<file path="src/rtl/dec_tree_pkg.sv">
// Shared types and helpers for the pipelined select-decoder tree (dec_tree_pipe).
package dec_tree_pkg;

    typedef enum logic {
        DEC_ONEHOT = 1'b0,
        DEC_THERMO = 1'b1
    } dec_mode_e;

    function automatic int unsigned levels(input int unsigned sel_w);
        return sel_w / 2;
    endfunction

endpackage

</file>
<file path="src/rtl/dec_tree_pipe_if.sv">
// Input/output handshake bundle of dec_tree_pipe; master drives requests, slave is the decoder.
interface dec_tree_pipe_if #(
    parameter int unsigned SEL_W = 6
);
    localparam int unsigned OUT_W = 1 << SEL_W;

    logic             in_valid;
    logic             in_ready;
    logic             in_en;
    logic [SEL_W-1:0] in_sel;
    logic             in_mode;
    logic             out_valid;
    logic             out_ready;
    logic [OUT_W-1:0] out_y;

    modport master (
        output in_valid, in_en, in_sel, in_mode, out_ready,
        input  in_ready, out_valid, out_y
    );

    modport slave (
        input  in_valid, in_en, in_sel, in_mode, out_ready,
        output in_ready, out_valid, out_y
    );

endinterface

</file>
<file path="src/rtl/dec_tree_stage.sv">
// One registered 2->4 expansion level of the decoder tree with valid/ready flow control.
// In thermometer mode the enable vector is contiguous from bit 0, so its top set bit is the selected group.
module dec_tree_stage
    import dec_tree_pkg::*;
#(
    parameter  int unsigned IN_W    = 1,
    parameter  int unsigned SEL_IN  = 2,
    localparam int unsigned SEL_OUT = (SEL_IN > 2) ? SEL_IN - 2 : 1
) (
    input  logic                clk,
    input  logic                rst,
    input  logic                up_valid,
    output logic                up_ready,
    input  logic [IN_W-1:0]     up_vec,
    input  logic [SEL_IN-1:0]   up_sel,
    input  dec_mode_e           up_mode,
    output logic                dn_valid,
    input  logic                dn_ready,
    output logic [4*IN_W-1:0]   dn_vec,
    output logic [SEL_OUT-1:0]  dn_sel,
    output dec_mode_e           dn_mode
);

    logic [1:0]        digit;
    logic [IN_W:0]     ext;
    logic [4*IN_W-1:0] nxt;
    logic              thermo;
    logic              load;
    logic              hit;
    logic              below;

    assign digit    = up_sel[SEL_IN-1 -: 2];
    assign ext      = {1'b0, up_vec};
    assign thermo   = (up_mode == DEC_THERMO);
    assign load     = !dn_valid || dn_ready;
    assign up_ready = load;

    // Groups below the selected one expand to all ones; the selected group expands by the digit.
    always_comb begin
        nxt   = '0;
        hit   = 1'b0;
        below = 1'b0;
        for (int unsigned j = 0; j < IN_W; j++) begin
            hit   = thermo ? (ext[j] & ~ext[j+1]) : ext[j];
            below = thermo & ext[j] & ext[j+1];
            for (int unsigned m = 0; m < 4; m++) begin
                nxt[4*j+m] = below | (hit & (thermo ? (2'(m) <= digit) : (2'(m) == digit)));
            end
        end
    end

    always_ff @(posedge clk or posedge rst) begin
        if (rst) begin
            dn_valid <= 1'b0;
            dn_vec   <= '0;
            dn_mode  <= DEC_ONEHOT;
        end else if (load) begin
            dn_valid <= up_valid;
            if (up_valid) begin
                dn_vec  <= nxt;
                dn_mode <= up_mode;
            end
        end
    end

    if (SEL_IN > 2) begin : g_sel
        always_ff @(posedge clk or posedge rst) begin
            if (rst) begin
                dn_sel <= '0;
            end else if (load && up_valid) begin
                dn_sel <= up_sel[SEL_IN-3:0];
            end
        end
    end else begin : g_nosel
        assign dn_sel = '0;
    end

endmodule

</file>
<file path="src/rtl/dec_tree_pipe.sv">
// Pipelined SEL_W-to-2**SEL_W one-hot/thermometer decoder built from SEL_W/2 registered 2->4 levels.
// Optional DEC_TREE_STATS_EN adds dec_count, counting delivered results that had in_en=1.
module dec_tree_pipe
    import dec_tree_pkg::*;
#(
    parameter int unsigned SEL_W = 6
) (
    input  logic               clk,
    input  logic               rst,
    dec_tree_pipe_if.slave     bus
`ifdef DEC_TREE_STATS_EN
    ,
    output logic [31:0]        dec_count
`endif
);

    localparam int unsigned LEVELS = levels(SEL_W);
    localparam int unsigned OUT_W  = 1 << SEL_W;

    if ((SEL_W < 2) || (SEL_W % 2 != 0)) begin : g_bad_param
        $error("dec_tree_pipe: SEL_W must be even and >= 2");
    end

    for (genvar k = 1; k <= LEVELS; k++) begin : g_lvl
        localparam int unsigned IN_W    = 1 << (2 * (k - 1));
        localparam int unsigned SEL_IN  = SEL_W - 2 * (k - 1);
        localparam int unsigned SEL_OUT = (SEL_IN > 2) ? SEL_IN - 2 : 1;

        logic                up_valid;
        logic                rdy;
        logic [IN_W-1:0]     up_vec;
        logic [SEL_IN-1:0]   up_sel;
        dec_mode_e           up_mode;
        logic                vld;
        logic                dn_ready;
        logic [4*IN_W-1:0]   vec;
        logic [SEL_OUT-1:0]  sel;
        dec_mode_e           mode;

        if (k == 1) begin : g_head
            assign up_valid = bus.in_valid;
            assign up_vec   = bus.in_en;
            assign up_sel   = bus.in_sel;
            assign up_mode  = dec_mode_e'(bus.in_mode);
        end else begin : g_link
            assign up_valid = g_lvl[k-1].vld;
            assign up_vec   = g_lvl[k-1].vec;
            assign up_sel   = g_lvl[k-1].sel;
            assign up_mode  = g_lvl[k-1].mode;
        end

        if (k == LEVELS) begin : g_tail
            logic [SEL_OUT:0] tail_unused;
            assign dn_ready    = bus.out_ready;
            assign tail_unused = {sel, mode};
        end else begin : g_mid
            assign dn_ready = g_lvl[k+1].rdy;
        end

        dec_tree_stage #(
            .IN_W   (IN_W),
            .SEL_IN (SEL_IN)
        ) u_stage (
            .clk      (clk),
            .rst      (rst),
            .up_valid (up_valid),
            .up_ready (rdy),
            .up_vec   (up_vec),
            .up_sel   (up_sel),
            .up_mode  (up_mode),
            .dn_valid (vld),
            .dn_ready (dn_ready),
            .dn_vec   (vec),
            .dn_sel   (sel),
            .dn_mode  (mode)
        );
    end

    assign bus.in_ready  = g_lvl[1].rdy;
    assign bus.out_valid = g_lvl[LEVELS].vld;
    assign bus.out_y     = g_lvl[LEVELS].vec[OUT_W-1:0];

`ifdef DEC_TREE_STATS_EN
    // An enabled transaction always decodes to a non-zero vector, so |out_y stands in for in_en.
    always_ff @(posedge clk or posedge rst) begin
        if (rst) begin
            dec_count <= '0;
        end else if (bus.out_valid && bus.out_ready && (|bus.out_y)) begin
            dec_count <= dec_count + 32'd1;
        end
    end
`endif

endmodule

</file>
<file path="src/flat_wrapper.sv">
// flat-port wrapper written by rule: the top's interface ports become plain ports
module dec_tree_pipe_flat import dec_tree_pkg::*;
#(
    parameter int unsigned SEL_W = 6
)
  (clk, rst, bus_in_valid, bus_in_en, bus_in_sel, bus_in_mode, bus_out_ready, bus_in_ready, bus_out_valid, bus_out_y);
  dec_tree_pipe_if #(.SEL_W(SEL_W)) bus_i ();
  input  logic clk;
  input  logic rst;
  input wire logic [$bits(bus_i.in_valid)-1:0] bus_in_valid;
  input wire logic [$bits(bus_i.in_en)-1:0] bus_in_en;
  input wire logic [$bits(bus_i.in_sel)-1:0] bus_in_sel;
  input wire logic [$bits(bus_i.in_mode)-1:0] bus_in_mode;
  input wire logic [$bits(bus_i.out_ready)-1:0] bus_out_ready;
  output wire logic [$bits(bus_i.in_ready)-1:0] bus_in_ready;
  output wire logic [$bits(bus_i.out_valid)-1:0] bus_out_valid;
  output wire logic [$bits(bus_i.out_y)-1:0] bus_out_y;
  assign bus_i.in_valid = bus_in_valid;
  assign bus_i.in_en = bus_in_en;
  assign bus_i.in_sel = bus_in_sel;
  assign bus_i.in_mode = bus_in_mode;
  assign bus_i.out_ready = bus_out_ready;
  assign bus_in_ready = bus_i.in_ready;
  assign bus_out_valid = bus_i.out_valid;
  assign bus_out_y = bus_i.out_y;
  dec_tree_pipe #(.SEL_W(SEL_W)) u_core (.clk(clk), .rst(rst), .bus(bus_i));
endmodule
</file>
<file path="config.mk">
export PLATFORM = sky130hd
export DESIGN_NAME = dec_tree_pipe_flat
export DESIGN_NICKNAME = d
export VERILOG_FILES = /design/src/rtl/dec_tree_pkg.sv /design/src/rtl/dec_tree_pipe_if.sv /design/src/rtl/dec_tree_stage.sv /design/src/rtl/dec_tree_pipe.sv /design/src/flat_wrapper.sv
export SDC_FILE = /design/constraint.sdc
export NUM_CORES = 1
export LEC_CHECK = 0
export CORE_ASPECT_RATIO = 1.4
export CORE_MARGIN = 3
export CORE_UTILIZATION = 40
export DETAILED_ROUTE_END_ITERATION = 16
export PLACE_DENSITY_LB_ADDON = 0.15
export SETUP_SLACK_MARGIN = 0.05
export SLEW_MARGIN = 5
export SYNTH_ARGS = -nofsm -noshare
export SYNTH_HDL_FRONTEND = slang
export SYNTH_SLANG_ARGS = --single-unit
</file>
<file path="constraint.sdc">
create_clock -name clk -period 4.2 [get_ports clk]
set_input_delay 0.63 -clock clk [delete_from_list [all_inputs] [get_ports clk]]
set_output_delay 0.63 -clock clk [all_outputs]
set_load 0.02 [all_outputs]
</file>
==> summary.txt <==
Power and ir drop
  – Power density over the cells: 525 mW/mm²
  – Leakage: 2.28 nW
  – Maximum vdd ir drop: 0.252 mV

Critical path
  – Worst Path Max Fanout: 20
  – Kind of start point of the critical path: register
  – CP arrival: 1980 ps
  – CP required: roughly 3600 ps
  – Crit Path Class: reg2out
  – CP endpoint kind: primary output

Yosys
  – Syn Std Cell Area: 0.00416 mm²
  – EDFF count, synth: 0
  – Synth area leader: dfrtp_1
  – Count of different cell masters after synthesis: 27
  – Synthesized area per cell: around 11 µm²
  – Net count after synthesis: 375
  – Post-synth top area share: 57.1%
  – Most frequent cell after synthesis: dfrtp_1
  – Main synth FF type: dfrtp_1
  – Seq/Total Area, Yosys: ~57%
  – Post-synth top cells: dfrtp_1, o2bb2ai_1, o21ai_0, a22o_1, mux2_2
  – Post-synthesis cell count: 363
  – Top cells by area, synth: dfrtp_1, o2bb2ai_1, mux2_2
  – Asr flop ratio synth: 100%
  – #FFs+latches synth: 95
  – Ys Warns: 0

Layout
  – P&R area growth vs syn: 28.7%
  – Fin util: between 50% and 60%
  – Ant. Diodes: 0
  – Layout cell share with drive strength beyond 1: 11.5%
  – Final nets: 440
  – Register area: approximately 0.0024 mm²
  – Multi-input gate area: 0.00161 mm²
  – Design area: around 0.0054 mm²
  – # fillers: about 920

Route
  – WL/cell: 19.0 µm
  – DR iter-0 viols: approximately 190
  – DRT antenna net count: 0
  – DRC: 0
  – 1st-pass router iterations: 5
  – Final WL: 10800 µm
  – Via density: between 5 and 6
  – Total number of vias: 3229

Global routing
  – GRT overflow: 0
  – GRT Total Usage: 19.7%
  – Number of global-route vias before repair: 3295
  – Initial antenna violation count: 0
  – First-pass GRT wire length: 17800 µm
  – Largest net degree at the start of global routing: 43

Place
  – Placement Cell Area: 0.00501 mm²
  – PortBufs: 77
  – Pre-CTS setup slack: 1400 ps
  – Post-DP HPWL: approximately 7500 µm
  – Gpl congestion: 0.879

Timing
  – Minimum clock period: 2610 ps
  – WHS: 491 ps
  – Fmax: around 380 MHz
  – Clock Skew: 8.12 ps
  – RSZ-0062 raised after global routing: false
  – Final period util: 62.1%
  – Least-Margin Pin Slew: 836 ps
  – Final Worst Setup Slack: 1590 ps
  – Max-slew violations: 0
  – Hold violation count in the final report: 0
  – Setup TNS Final: 0 ps
  – Finish-stage setup viols: 0
  – Relative slew slack: 44.2%

Floorplanning
  – Core Footprint: between 0.01 and 0.015 mm²
  – Ports: 78
  – Starting Density: 41.6%
  – Die width: just over 90 µm
  – Die area: 0.0117 mm²
  – Die height: 127 µm
  – Row Count: 43

Clocking
  – CTS tree: done
  – # clock sinks: 95
  – H-tree levels: 3
  – CTS Hold Bufs: 0
  – Cts bufs inserted: 9
  – Clock transition at path regs: roughly 60 ps
  – Root buffer cell: clkbuf_16
  – Latest clock arrival within the worst-skew pair: roughly 350 ps
  – Cts repair resizes: 0
  – Setup bufs post-CTS: 0
  – Max Buffers Root-to-Sink: 2

Flow run
  – # Max-Cap Violations: 0

Run status
  – Status: finished clean

Min path
  – Hold WC Path Type: reg2reg
-- placed cells by master, fill, tap and decap left out, types with 2 or more instances in the layout --
cell / synthesis / layout
nor2_1: 2 / 2
a21boi_0: 11 / 11
a22o_1: 24 / 24
a21oi_1: 22 / 22
mux2_2: 23 / 23
mux2i_1: 2 / 2
and3_1: 4 / 4
nand4_1: 5 / 5
nand2_2: 2 / 2
o31ai_1: 3 / 3
o21ai_0: 29 / 29
buf_4: 4 / 7
nand2b_1: 5 / 5
clkinv_4: 0 / 3
clkbuf_16: 0 / 9
clkdlybuf4s50_1: 0 / 77
clkinv_2: 0 / 2
dfrtp_1: 95 / 95
inv_1: 9 / 8
nor2b_1: 2 / 2
nand3_1: 19 / 19
nand2_1: 21 / 21
bufinv_16: 0 / 3
o2bb2ai_1: 36 / 36
a22oi_1: 14 / 14
-- cell families after synthesis --
| logic type | count (synthesis) | share of synthesized area [%] |
|---|---|---|
| DFF | 95 | 57.1 |
| and+or+nand+nor | 63 | 7.67 |
| muxes | 25 | 6.70 |
| AOI/OAI and AO/OA | 141 | 24.2 |
| buffers and inverters | 39 | 4.27 |
-- critical path, cell delays in order (launching register included) --
cell	delay, ps
dfrtp_1	750
nand4b_1	280
clkdlybuf4s50_1	610
-- state kept, by name, summed over array words and instances (netlist names) --
signal,flops
u_core.g_lvl.u_stage.dn_mode,2
u_core.g_lvl.u_stage.dn_sel,6
u_core.g_lvl.u_stage.dn_valid,3
u_core.g_lvl.u_stage.dn_vec,84
-- power breakdown --
group	internal, mW	total (mW)	switching [mW]
registers	1.03	1.18	0.152
clock network	0.584	0.938	0.354
logic	0.308	0.695	0.387
-- layer usage --
metal	track usage (%)	share of wire [%]	vias to the layer above
met4	8.49	2.4	0
li1	-	-	1485
met2	32.1	49	95
met5	0	0	-
met1	26.4	44	1631
met3	2.67	4.2	18
-- final cells by class --
type | instances | share of cell area [%]
Clock buffer | 9 | 4.20
Clock inverter | 7 | 2.27
Inverter | 9 | 0.654
Multi-Input combinational cell | 229 | 30.0
Sequential cell | 95 | 44.4
Tap cell | 135 | 3.15
Timing Repair Buffer | 84 | 15.4
-- per-stage QoR --
stage          std cells  power [mW]
2_1_floorplan        363        1.61
3_3_place_gp         552        1.89
3_5_place_dp         552        1.89
4_1_cts              568        2.83
5_1_grt              568        2.94
6_report             568        2.81
-- final timing paths --
path	endpoint	from	cells after the start	slack [ps]
min	u_core.g_lvl[3].u_stage.dn_vec[17]	u_core.g_lvl[3].u_stage.dn_vec[17]	1	490
max reg2reg	u_core.g_lvl[3].u_stage.dn_vec[62]	u_core.g_lvl[2].u_stage.dn_valid	3	2020
max in group asynchronous	u_core.g_lvl[3].u_stage.dn_vec[25]	rst	3	2690
min reg2reg	u_core.g_lvl[3].u_stage.dn_vec[17]	u_core.g_lvl[3].u_stage.dn_vec[17]	1	490
max	bus_in_ready	u_core.g_lvl[2].u_stage.dn_valid	2	1590
min in group asynchronous	u_core.g_lvl[3].u_stage.dn_vec[44]	rst	2	670
No activity file was read; power rests on OpenSTA's default activity.
